--- src/rtl/mux_sel_arbiter_if.sv ---
// mux_sel_arbiter_if
//   Bundles the request/grant/handshake signals between the four requesters,
//   the round-robin arbiter and the downstream mux4x1 consumer.
//   Signals:
//     req       [3:0]  request per source (bit i = source i)
//     req_mask  [3:0]  per-source request mask (only with ARB_MASK_EN defined)
//     out_ready        downstream accepts the current selection this cycle
//     sel       [1:0]  select presented to mux4x1
//     gnt       [3:0]  one-hot grant, zero when idle
//     out_valid        sel/gnt valid for transfer
//   Modports:
//     master  arbiter side (drives sel/gnt/out_valid)
//     slave   requester/consumer side (drives req/out_ready)
//   Optional macro: ARB_MASK_EN
interface mux_sel_arbiter_if;
  logic [3:0] req;
`ifdef ARB_MASK_EN
  logic [3:0] req_mask;
`endif
  logic       out_ready;
  logic [1:0] sel;
  logic [3:0] gnt;
  logic       out_valid;

`ifdef ARB_MASK_EN
  modport master (input req, input req_mask, input out_ready,
                  output sel, output gnt, output out_valid);
  modport slave  (output req, output req_mask, output out_ready,
                  input sel, input gnt, input out_valid);
`else
  modport master (input req, input out_ready,
                  output sel, output gnt, output out_valid);
  modport slave  (output req, output out_ready,
                  input sel, input gnt, input out_valid);
`endif
endinterface

--- src/rtl/mux_sel_arbiter.sv ---
// mux_sel_arbiter
//   Four-way round-robin arbiter driving the 2-bit select of a mux4x1.
//   The winner's index is presented on sel with a one-hot gnt and held
//   stable until the consumer accepts (out_valid & out_ready). A requester
//   may keep the grant for up to MAX_BURST consecutive accepted transfers.
//   Ports:
//     clk    system clock, rising edge
//     rst_n  asynchronous active-low reset
//     bus    mux_sel_arbiter_if.master (req, [req_mask], out_ready,
//            sel, gnt, out_valid)
//   Parameters:
//     MAX_BURST  consecutive accepted transfers per grant (1..15)
//     CNT_W      burst counter width (must hold MAX_BURST-1)
//   Optional macro: ARB_MASK_EN adds req_mask; effective request is
//     req & ~req_mask.
module mux_sel_arbiter #(
  parameter int MAX_BURST = 1,
  parameter int CNT_W     = 4
) (
  input  logic              clk,
  input  logic              rst_n,
  mux_sel_arbiter_if.master bus
);

  localparam logic [0:0] IDLE  = 1'b0;
  localparam logic [0:0] GRANT = 1'b1;

  localparam logic [CNT_W-1:0] BURST_LAST = CNT_W'(MAX_BURST - 1);

  logic [0:0]       r_state;
  logic [1:0]       r_sel;
  logic [1:0]       r_last_ptr;
  logic [3:0]       r_gnt;
  logic             r_valid;
  logic [CNT_W-1:0] r_burst_cnt;

  logic [3:0]       w_req_eff;
  logic [1:0]       w_base;
  logic [1:0]       w_idx;
  logic [1:0]       w_win;
  logic             w_found;
  logic             w_keep;

`ifdef ARB_MASK_EN
  assign w_req_eff = bus.req & ~bus.req_mask;
`else
  assign w_req_eff = bus.req;
`endif

  // In GRANT the search base is sel (it becomes last_ptr on accept), so the
  // currently granted source is visited last and only wins when it is the
  // sole requester.
  always_comb begin
    w_base  = (r_state == GRANT) ? r_sel : r_last_ptr;
    w_found = 1'b0;
    w_win   = w_base;
    w_idx   = w_base;
    for (int unsigned i = 1; i <= 4; i++) begin
      w_idx = w_base + 2'(i);
      if (!w_found && w_req_eff[w_idx]) begin
        w_found = 1'b1;
        w_win   = w_idx;
      end
    end
  end

  assign w_keep = w_req_eff[r_sel] && (r_burst_cnt < BURST_LAST);

  always_ff @(posedge clk or negedge rst_n) begin
    if (!rst_n) begin
      r_state     <= IDLE;
      r_sel       <= '0;
      r_last_ptr  <= 2'd3;
      r_gnt       <= '0;
      r_valid     <= 1'b0;
      r_burst_cnt <= '0;
    end else begin
      case (r_state)
        IDLE: begin
          if (w_found) begin
            r_sel       <= w_win;
            r_gnt       <= 4'b0001 << w_win;
            r_valid     <= 1'b1;
            r_burst_cnt <= '0;
            r_state     <= GRANT;
          end
        end
        GRANT: begin
          // Without an accept everything is frozen, regardless of req.
          if (bus.out_ready) begin
            r_last_ptr <= r_sel;
            if (w_keep) begin
              r_burst_cnt <= r_burst_cnt + 1'b1;
            end else if (w_found) begin
              r_sel       <= w_win;
              r_gnt       <= 4'b0001 << w_win;
              r_burst_cnt <= '0;
            end else begin
              r_valid     <= 1'b0;
              r_gnt       <= '0;
              r_burst_cnt <= '0;
              r_state     <= IDLE;
            end
          end
        end
        default: r_state <= IDLE;
      endcase
    end
  end

  assign bus.sel       = r_sel;
  assign bus.gnt       = r_gnt;
  assign bus.out_valid = r_valid;

endmodule

--- src/flat_wrapper.sv ---
// flat-port wrapper written by rule: the top's interface ports become plain ports
module mux_sel_arbiter_flat 
#(
  parameter int MAX_BURST = 1,
  parameter int CNT_W     = 4
)
  (clk, rst_n, bus_req, bus_out_ready, bus_sel, bus_gnt, bus_out_valid);
  mux_sel_arbiter_if bus_i ();
  input  logic clk;
  input  logic rst_n;
  input wire logic [$bits(bus_i.req)-1:0] bus_req;
  input wire logic [$bits(bus_i.out_ready)-1:0] bus_out_ready;
  output wire logic [$bits(bus_i.sel)-1:0] bus_sel;
  output wire logic [$bits(bus_i.gnt)-1:0] bus_gnt;
  output wire logic [$bits(bus_i.out_valid)-1:0] bus_out_valid;
  assign bus_i.req = bus_req;
  assign bus_i.out_ready = bus_out_ready;
  assign bus_sel = bus_i.sel;
  assign bus_gnt = bus_i.gnt;
  assign bus_out_valid = bus_i.out_valid;
  mux_sel_arbiter #(.MAX_BURST(MAX_BURST), .CNT_W(CNT_W)) u_core (.clk(clk), .rst_n(rst_n), .bus(bus_i));
endmodule
--- config.mk ---
export PLATFORM = sky130hd
export DESIGN_NAME = mux_sel_arbiter_flat
export DESIGN_NICKNAME = d
export VERILOG_FILES = /design/src/rtl/mux_sel_arbiter_if.sv /design/src/rtl/mux_sel_arbiter.sv /design/src/flat_wrapper.sv
export SDC_FILE = /design/constraint.sdc
export NUM_CORES = 1
export LEC_CHECK = 0
export ABC_AREA = 1
export CAP_MARGIN = 5
export CORE_MARGIN = 2
export CORE_UTILIZATION = 51
export CTS_CLUSTER_SIZE = 30
export DETAILED_ROUTE_END_ITERATION = 8
export PLACE_DENSITY = 0.77
export SLEW_MARGIN = 25
export SYNTH_ARGS = -nofsm -noshare
export SYNTH_HDL_FRONTEND = slang
export SYNTH_SLANG_ARGS = --single-unit
export TNS_END_PERCENT = 10
--- constraint.sdc ---
create_clock -name clk -period 2.3 [get_ports clk]
set_input_delay 0.23 -clock clk [delete_from_list [all_inputs] [get_ports clk]]
set_output_delay 0.23 -clock clk [all_outputs]
set_load 0.02 [all_outputs]
### Yosys cells after proc, flatten, opt, wreduce, memory -nomap -nowiden

Index checks and enable logic that the tools add are counted.

* multipliers: 0
* multiplexer cells: 41
* bitwise gates (word level): 1
* equality and inequality tests: 4
* reductions and logical operators: 12
* divide/modulo/power cells: 0
* order comparisons: 6
* shift operators: 1
* add/subtract/negate cells: 4

Operators by type and width (count)
* 2-to-1 mux 4 bit: 7
* 2-to-1 mux 1 bit: 16
* 2-to-1 mux 2 bit: 8
* one-hot mux 4 bit (2 select lines): 2
* < comparator 2 x 3 -> 1 bit (second input constant): 5
* binary-select mux 1 bit (select 2 bit): 5
* != test 2 bit (second input constant): 3
* AND reduction 2 bit: 3
* adder 2 bit (second input constant): 2
* adder 4 x 1 -> 4 bit (second input constant): 1
* logical AND 1 bit: 4
* < comparator 4 x 1 -> 1 bit (second input constant): 1
* one-hot mux 1 bit (2 select lines): 2
* one-hot mux 2 bit (2 select lines): 1
* AND reduction 4 bit: 1
* << shifter 1 x 2 -> 4 bit (first input constant): 1
* logical NOT 1 bit: 3
* AND reduction 3 bit: 1
* adder 2 x 1 -> 2 bit (second input constant): 1
* != test 2 x 1 -> 1 bit (second input constant): 1
* NOT 1 bit: 1

* bits in latches: 0
* flip-flop bits (word level): 14
* bits in read-only memories: 0
* memories kept: 0
* word-level logic and storage cells: 75
* memory bits (writable): 0

### Logic depth before layout (Yosys ltp)

Gate-level depths: netlist of run 1.

* depth in word-level cells: 19
* gate-level depth with buffers: 15
* gate-level depth less buffers: 14

### Worst setup path after synthesis of run 1

OpenSTA, ideal clock, no wires.

* kind: register to register
* start: register u_core.r_sel[0], in the netlist u_core.bus.sel[0]
* end: register u_core.r_gnt[1], in the netlist u_core.bus.gnt[1]
* cell stages (with the launch flop): 15
* required time: 2.183 ns
* setup slack: 0.629 ns
* arrival time: 1.554 ns
* path through: dfrtp_1 > inv_1 > nand2_1 > nand2_1 > nand2_1 > nand2_2 > nand2_1 > nand2_2 > nand2_1 > nor2_1 > nand2_1 > nand2_1 > nor2_1 > nand2_1 > nand2_1

* word-level cells in the longest chain between the ends: 19
* elaborated cells on any way between the ends: 38

Ends and longest elaborated chain
* start, declared: RTL line mux_sel_arbiter.sv:31 `logic [1:0] r_sel;`
* start signal, assigned: RTL line mux_sel_arbiter.sv:81 `r_sel <= w_win;`
* start signal, assigned: RTL line mux_sel_arbiter.sv:95 `r_sel <= w_win;`
* 2-to-1 mux 2 bit: RTL line mux_sel_arbiter.sv:54 `w_base = (r_state == GRANT) ? r_sel : r_last_ptr;`
* adder 2 x 1 -> 2 bit: RTL line mux_sel_arbiter.sv:59 `w_idx = w_base + 2'(i);`
* binary-select mux 1 bit (select 2 bit): RTL line mux_sel_arbiter.sv:60 `if (!w_found && w_req_eff[w_idx]) begin`
* 2-to-1 mux 1 bit (implied by the code): RTL line mux_sel_arbiter.sv:60
* 2-to-1 mux 1 bit: RTL line mux_sel_arbiter.sv:60
* logical NOT 1 bit: RTL line mux_sel_arbiter.sv:60
* logical AND 1 bit: RTL line mux_sel_arbiter.sv:60
* 2-to-1 mux 1 bit: RTL line mux_sel_arbiter.sv:60
* [... 3 more ...]
* logical NOT 1 bit: RTL line mux_sel_arbiter.sv:60
* logical AND 1 bit: RTL line mux_sel_arbiter.sv:60
* 2-to-1 mux 2 bit: RTL line mux_sel_arbiter.sv:60
* << shifter 1 x 2 -> 4 bit: RTL line mux_sel_arbiter.sv:82, mux_sel_arbiter.sv:96
* 2-to-1 mux 4 bit: RTL line mux_sel_arbiter.sv:94 `end else if (w_found) begin`
* 2-to-1 mux 4 bit: RTL line mux_sel_arbiter.sv:92 `if (w_keep) begin`
* 2-to-1 mux 4 bit: RTL line mux_sel_arbiter.sv:90 `if (bus.out_ready) begin`
* one-hot mux 4 bit (2 select lines): RTL line mux_sel_arbiter.sv:78 `case (r_state)`
* end signal, assigned: RTL line mux_sel_arbiter.sv:82 `r_gnt <= 4'b0001 << w_win;`
* end signal, assigned: RTL line mux_sel_arbiter.sv:96 `r_gnt <= 4'b0001 << w_win;`
* end, declared: RTL line mux_sel_arbiter.sv:33 `logic [3:0] r_gnt;`

Parallel ways exist; a longest one is shown, timed or not. The select of a mux whose other input is x is not followed.
A chain may end at the register's enable or synchronous reset.

### Worst setup path in the final report of run 1

* start: register u_core.r_state
* end: register u_core.r_gnt[1], in the netlist u_core.bus.gnt[1]

* word-level cells in the longest chain between the ends: 19
* elaborated cells on any way between the ends: 37

Ends and longest elaborated chain
* start, declared: RTL line mux_sel_arbiter.sv:30 `logic [0:0] r_state;`
* start signal, assigned: RTL line mux_sel_arbiter.sv:71 `r_state <= IDLE;`
* start signal, assigned: RTL line mux_sel_arbiter.sv:85 `r_state <= GRANT;`
* start signal, assigned: RTL line mux_sel_arbiter.sv:102 `r_state <= IDLE;`
* 2-to-1 mux 2 bit: RTL line mux_sel_arbiter.sv:54
* adder 2 x 1 -> 2 bit: RTL line mux_sel_arbiter.sv:59
* binary-select mux 1 bit (select 2 bit): RTL line mux_sel_arbiter.sv:60
* 2-to-1 mux 1 bit (implied by the code): RTL line mux_sel_arbiter.sv:60
* 2-to-1 mux 1 bit: RTL line mux_sel_arbiter.sv:60
* logical NOT 1 bit: RTL line mux_sel_arbiter.sv:60
* logical AND 1 bit: RTL line mux_sel_arbiter.sv:60
* 2-to-1 mux 1 bit: RTL line mux_sel_arbiter.sv:60
* [... 3 more ...]
* logical NOT 1 bit: RTL line mux_sel_arbiter.sv:60
* logical AND 1 bit: RTL line mux_sel_arbiter.sv:60
* 2-to-1 mux 2 bit: RTL line mux_sel_arbiter.sv:60
* << shifter 1 x 2 -> 4 bit: RTL line mux_sel_arbiter.sv:82, mux_sel_arbiter.sv:96
* 2-to-1 mux 4 bit: RTL line mux_sel_arbiter.sv:94
* 2-to-1 mux 4 bit: RTL line mux_sel_arbiter.sv:92
* 2-to-1 mux 4 bit: RTL line mux_sel_arbiter.sv:90
* one-hot mux 4 bit (2 select lines): RTL line mux_sel_arbiter.sv:78

Parallel ways exist; a longest one is shown, timed or not. The select of a mux whose other input is x is not followed.

==> qor.yml, run 1 <==
finalClockSkew_ns: 0.00486
synth_warnings: 0
cts_resized: 0
postSynthCellCount: 134
design.portCount: 14
final_nets: 158
fp.dieW_um: 43.8
drt-total-wl_um: 1780
critical_path.startpoint_type: "flip-flop"
iteration_0_drc_markers: 12
grt_usage_pct: 20.7
finalCoreUtilization_pct: 65.4
die-area_um2: 1920
data_required_time_of_the_worst_path_ns: 2.51
drv.max_cap_violation_count: 0
clk_transition_reported_paths_ns: 0.07
synth_top_cell_area_share_pct: 32.5
core_rows: 14
startpoint_of_the_worst_slack_reg_to_reg_timing_path: "u_core.r_state$_DFF_PN0_"
vias_per_cell: 5.02
placed_cell_area_um2: 947
fp.dieH_um: 43.8
cts_made_buffers: 3
clock.fmax_ghz: 0.497
synth_commonest_cells: "nand2_1, inv_1, nand3_1"
initial_antenna_violation_count: 0
remaining_global_route_overflow: 0
hpwl_um: 1420
cts_tree: "built"
finalCritPeriodShare_pct: 87.5
tritoncts_num_sinks: 10
finalInstanceArea_um2: 973
flow.area_growth_from_synthesis_pct: 20.4
first_global_vias: 754
period_minus_slack_ns: 2.01
final_layout_size_suffix_gt1_share_pct: 13.3
grt_first_pass_wirelength_um: 3000
maximum_number_of_pins_on_one_net_before_global_route_repair: 12
worstPathArrival_ns: 2.22
wl_per_cell_um: 10.7
wirelength_met1_um: 856
hold_class: "in2async"
clock_latency_ns: 0.27
cts_post_setup_buffers_inserted: 0
antenna_left: 0
detailroute.wirelength.met3_um: 26
cts_hold_buffers: 0
worst_slew_margin_rel_pct: 70.5
htree_levels: 1
drt_drc_violations_left: 0
yosys.area.top_type: "nand2_1"
final-hold-violation-count: 0
detailroute.wirelength.met2_um: 884
status: "complete, no violations"
synth-edff-count: 0
critical_path.startpoint: "u_core.r_state$_DFF_PN0_"
synth_area_per_cell_um2: 6.03
core_area_um2: 1490
gp_congestion: 0.889
cp_max_fo: 11
synth.yosys.seq_area_share_pct: 31.3
dr.pass1.iters: 4
synth-seq-cells: 10
initial_core_util_pct: 54.3
syn_area_um2: 808
highest-signal-layer: "met4"
ys_dominant_reg_cell: "dfrtp_1"
syn-num-nets: 141
post_synth_main_area_contributors: "nand2_1, dfrtp_1, nand3_1, nand2_2, dfstp_2"
num_antenna_cells: 0
finalMaxSlewViolations: 0
fin_ws_ns: 0.288
final-setup-viol-count: 0
vias: 834
finalSetupTns_ns: 0
path_class: "reg2reg"
port-buffer-count: 13
dp_slack_ns: 0.313
ctsRootBufferMaster: "clkbuf_4"
max_slew.worst_pin.slew_ns: 0.442
critical_path.endpoint_type: "flip-flop"
clockBufferDepth: 2
synth.lib_cells_used.distinct: 17
async_flop_share_pct: 100
grt_setup_unrepaired: "false"
top_count_cell_post_synth: "nand2_1"
## cells in the final DEF (no fill, tap or decap)
cell | synthesis | routed
clkbuf_1 | 0 | 1
nand4_1 | 1 | 1
nand3_1 | 13 | 13
clkdlybuf4s50_1 | 0 | 13
nor2_4 | 1 | 1
nand3_4 | 1 | 1
o221ai_1 | 1 | 1
dfrtp_1 | 8 | 8
nor2_2 | 1 | 1
a21oi_1 | 2 | 2
dfstp_2 | 2 | 2
inv_1 | 13 | 13
nor2_1 | 5 | 5
nand2_1 | 70 | 70
inv_2 | 2 | 2
clkbuf_4 | 0 | 3
nand3_2 | 1 | 1
nand2_2 | 9 | 9
o21ai_0 | 3 | 3
## area by class of cell
type | instances | area (um^2)
Inverter | 15 | 56.3
Multi-Input combinational cell | 108 | 488
Clock buffer | 4 | 26.3
Fill cell | 142 | 515
Sequential cell | 10 | 253
Tap cell | 16 | 20.0
Timing Repair Buffer | 13 | 130
## kinds of logic (layout without fill, tap and decap cells)
logic type | count (synthesis) | in the layout | synth area share, %
AO/OA/AOI/OAI | 6 | 6 | 4.18
buffers and inverters | 16 | 32 | 8.36
flip-flops | 10 | 10 | 31.3
AND/OR/NAND/NOR | 102 | 102 | 56.2
## final timing paths
path	to	slack [ns]	cells after the start
worst max-delay path	u_core.bus.gnt[1]$_DFFE_PN0P_	0.29	13
worst min-delay path	u_core.bus.gnt[1]$_DFFE_PN0P_	0.27	1
worst max register to register	u_core.bus.gnt[1]$_DFFE_PN0P_	0.29	13
worst min register to register	u_core.r_last_ptr[1]$_DFFE_PN1P_	0.51	2
max in group asynchronous	u_core.r_last_ptr[0]$_DFFE_PN1P_	1.69	1
min in group clk	u_core.r_last_ptr[1]$_DFFE_PN1P_	0.51	2
## through the flow
step,hold slack [ns],instances
finish,0.270,166
global route,0.317,166
CTS,0.280,166
detailed placement,0.492,162
global placement,0.492,162
floorplan,-0.0656,134
## per-layer routing
layer  track usage, %  vias up
met5                0        -
met4             10.9        0
met3             2.08        2
met2             34.7       10
met1             26.1      375
li1                 -      447
## worst max-delay path: stages (launching register included)
cell,delay [ns]
dfrtp_1,0.44
inv_2,0.14
nand2_2,0.08
nand2_1,0.26
nand2_1,0.13
nand3_1,0.09
nand2_1,0.12
inv_1,0.19
nor2_4,0.06
nand3_4,0.08
nand2_2,0.09
nor2_1,0.14
nand2_1,0.06
nand2_1,0.06
## registers in the layout, indices dropped and copies added (netlist names)
signal	count
u_core.bus.gnt	4
u_core.bus.out_valid	1
u_core.bus.sel	2
u_core.r_last_ptr	2
u_core.r_state	1
Power of run 1 is left out: the tool's default activity adds up to more than one toggle a clock period on the data nets, which glitch-free logic cannot reach.
==> run 2: changes to the inputs <==
--- a/config.mk
+++ b/config.mk
@@ -8,10 +8,10 @@
 export ABC_AREA = 1
 export CAP_MARGIN = 5
 export CORE_MARGIN = 2
-export CORE_UTILIZATION = 51
+export CORE_UTILIZATION = 55
 export CTS_CLUSTER_SIZE = 30
 export DETAILED_ROUTE_END_ITERATION = 8
-export PLACE_DENSITY = 0.77
+export PLACE_DENSITY = 0.83
 export SLEW_MARGIN = 25
 export SYNTH_ARGS = -nofsm -noshare
 export SYNTH_HDL_FRONTEND = slang
==> constraint.sdc (replaced) <==
create_clock -name clk -period 2.5 [get_ports clk]
set_input_delay 0.25 -clock clk [delete_from_list [all_inputs] [get_ports clk]]
set_output_delay 0.25 -clock clk [all_outputs]
set_load 0.02 [all_outputs]
==> qor.yml, run 2 (synthesis gave the netlist of run 1 again) <==
cp_cell_sequence: "inv_2 > nand2_2 > nand2_1 > nand2_1 > nand3_1 > nand2_1 > inv_1 > nor2_4 > nand3_4 > nand2_2 > nor2_2 > nand2_1 > nand2_1"
clock_latency_ns: 0.27
global_route.peak_usage_layer: "met2"
critical_path.slowest_cell: "dfrtp_1"
first_global_vias: 770
drv.max_cap_violation_count: 0
data_required_time_of_the_worst_path_ns: 2.71
grt_setup_unrepaired: "false"
cp_max_fo: 11
critical_path.n_buffers_inverters: 2
drt-total-wl_um: 1750
design.portCount: 14
largest_register_ffs: 4
wl_per_cell_um: 10.6
clk_transition_reported_paths_ns: 0.07
finalSetupTns_ns: 0
vias_per_cell: 5.12
gp_congestion: 0.915
hold_class: "in2async"
path_class: "reg2reg"
crit_path_frequent_cell: "nand2_1"
finalCritPeriodShare_pct: 78.9
finalCoreUtilization_pct: 72.9
die-area_um2: 1790
layout_commonest_cell: "nand2_1"
drt_drc_violations_left: 0
cts_tree: "built"
final-setup-viol-count: 0
clockBufferDepth: 2
cp_top_family: "simple AND/OR/NAND/NOR gates"
period_minus_slack_ns: 1.97
finalMaxSlewViolations: 0
final-hold-violation-count: 0
fp.dieH_um: 42.3
layout.filler_cells: 121
cpPeakStageDelay_ns: 0.43
hpwl_um: 1380
use_met1_pct: 31.3
ctsRootBufferMaster: "clkbuf_4"
grt_usage_pct: 23.4
grt_first_pass_wirelength_um: 3240
globalRouteMet2Util_pct: 37.2
flow.area_growth_from_synthesis_pct: 20.3
core_rows: 13
critical_path.endpoint_type: "flip-flop"
num_antenna_cells: 0
iteration_0_drc_markers: 14
worstPathArrival_ns: 2.19
startpoint_of_the_worst_slack_reg_to_reg_timing_path: "u_core.r_state$_DFF_PN0_"
dr.pass1.iters: 4
vias: 844
reg_to_reg_slack_setup_ns: 0.53
tritoncts_num_sinks: 10
max_slew.worst_pin.slew_ns: 0.449
clock.fmax_ghz: 0.507
cts_hold_buffers: 0
layout.cells.most_common_list: "nand2_1, inv_1, nand3_1, clkdlybuf4s50_1, nand2_2"
final_nets: 158
final_layout_size_suffix_gt1_share_pct: 13.3
fp.dieW_um: 42.3
reg2reg_to: "u_core.bus.gnt[0]$_DFFE_PN0P_"
initial_core_util_pct: 60.6
maximum_number_of_pins_on_one_net_before_global_route_repair: 12
remaining_global_route_overflow: 0
worst_slew_margin_rel_pct: 69.9
core_area_um2: 1330
finalClockSkew_ns: 0.00661
status: "complete, no violations"
grtUsageMet3_pct: 3.02
cts_resized: 0
cts_made_buffers: 3
antenna_left: 0
htree_levels: 1
port-buffer-count: 13
critical_path.startpoint_type: "flip-flop"
initial_antenna_violation_count: 0
worst_r2r_path_depth: 13
cts_post_setup_buffers_inserted: 0
==> run 2: cell counts in the layout (fill, tap and decap cells not counted) <==
No cell type changed its count.
==> run 2: how the worst max path moves through the flow <==
stage | depth (start not counted) | from | end | slack, ns
global route | 13 | u_core.r_state$_DFF_PN0_ | u_core.bus.gnt[1]$_DFFE_PN0P_ | 0.30
CTS | 13 | u_core.r_state$_DFF_PN0_ | u_core.bus.gnt[0]$_DFFE_PN0P_ | 0.54
global placement | 13 | u_core.r_state$_DFF_PN0_ | u_core.bus.gnt[1]$_DFFE_PN0P_ | 0.57
finish | 13 | u_core.r_state$_DFF_PN0_ | u_core.bus.gnt[0]$_DFFE_PN0P_ | 0.53
floorplan | 14 | u_core.bus.sel[0]$_DFFE_PN0P_ | u_core.bus.gnt[1]$_DFFE_PN0P_ | 0.83
detailed placement | 13 | u_core.r_state$_DFF_PN0_ | u_core.bus.gnt[1]$_DFFE_PN0P_ | 0.55
==> run 2: layout make-up <==
| cell class | count | area (um^2) | area share (%) |
|---|---|---|---|
| Multi-Input combinational cell | 108 | 488 | 50.2 |
| Sequential cell | 10 | 253 | 26.0 |
| Timing Repair Buffer | 13 | 130 | 13.4 |
| Inverter | 15 | 56.3 | 5.79 |
| Clock buffer | 4 | 26.3 | 2.70 |
| Tap cell | 15 | 18.8 | 1.93 |
==> run 2: through the flow <==
stage	hold slack [ns]	area [um^2]	worst slack, ns	instances
2_1_floorplan	-0.0456	808	0.829	134
3_3_place_gp	0.490	946	0.568	161
3_5_place_dp	0.498	946	0.551	161
4_1_cts	0.300	972	0.537	165
5_1_grt	0.327	972	0.295	165
6_report	0.288	972	0.527	165
==> run 2: per-layer routing <==
layer / part of all wire [%] / routed length (um)
met5: 0 / 0
met4: 3.0 / 53
met3: 4.8 / 85
met2: 45 / 791
met1: 47 / 822
==> run 2: worst reg2reg max path, cell delays in order, from the launching register on <==
cell and delay [ns]:
dfrtp_1 0.43, inv_2 0.13, nand2_2 0.07, nand2_1 0.26
nand2_1 0.12, nand3_1 0.09, nand2_1 0.13, inv_1 0.18
nor2_4 0.06, nand3_4 0.08, nand2_2 0.10, nor2_2 0.14
nand2_1 0.07, nand2_1 0.06
Power of run 2 is left out for the same reason.
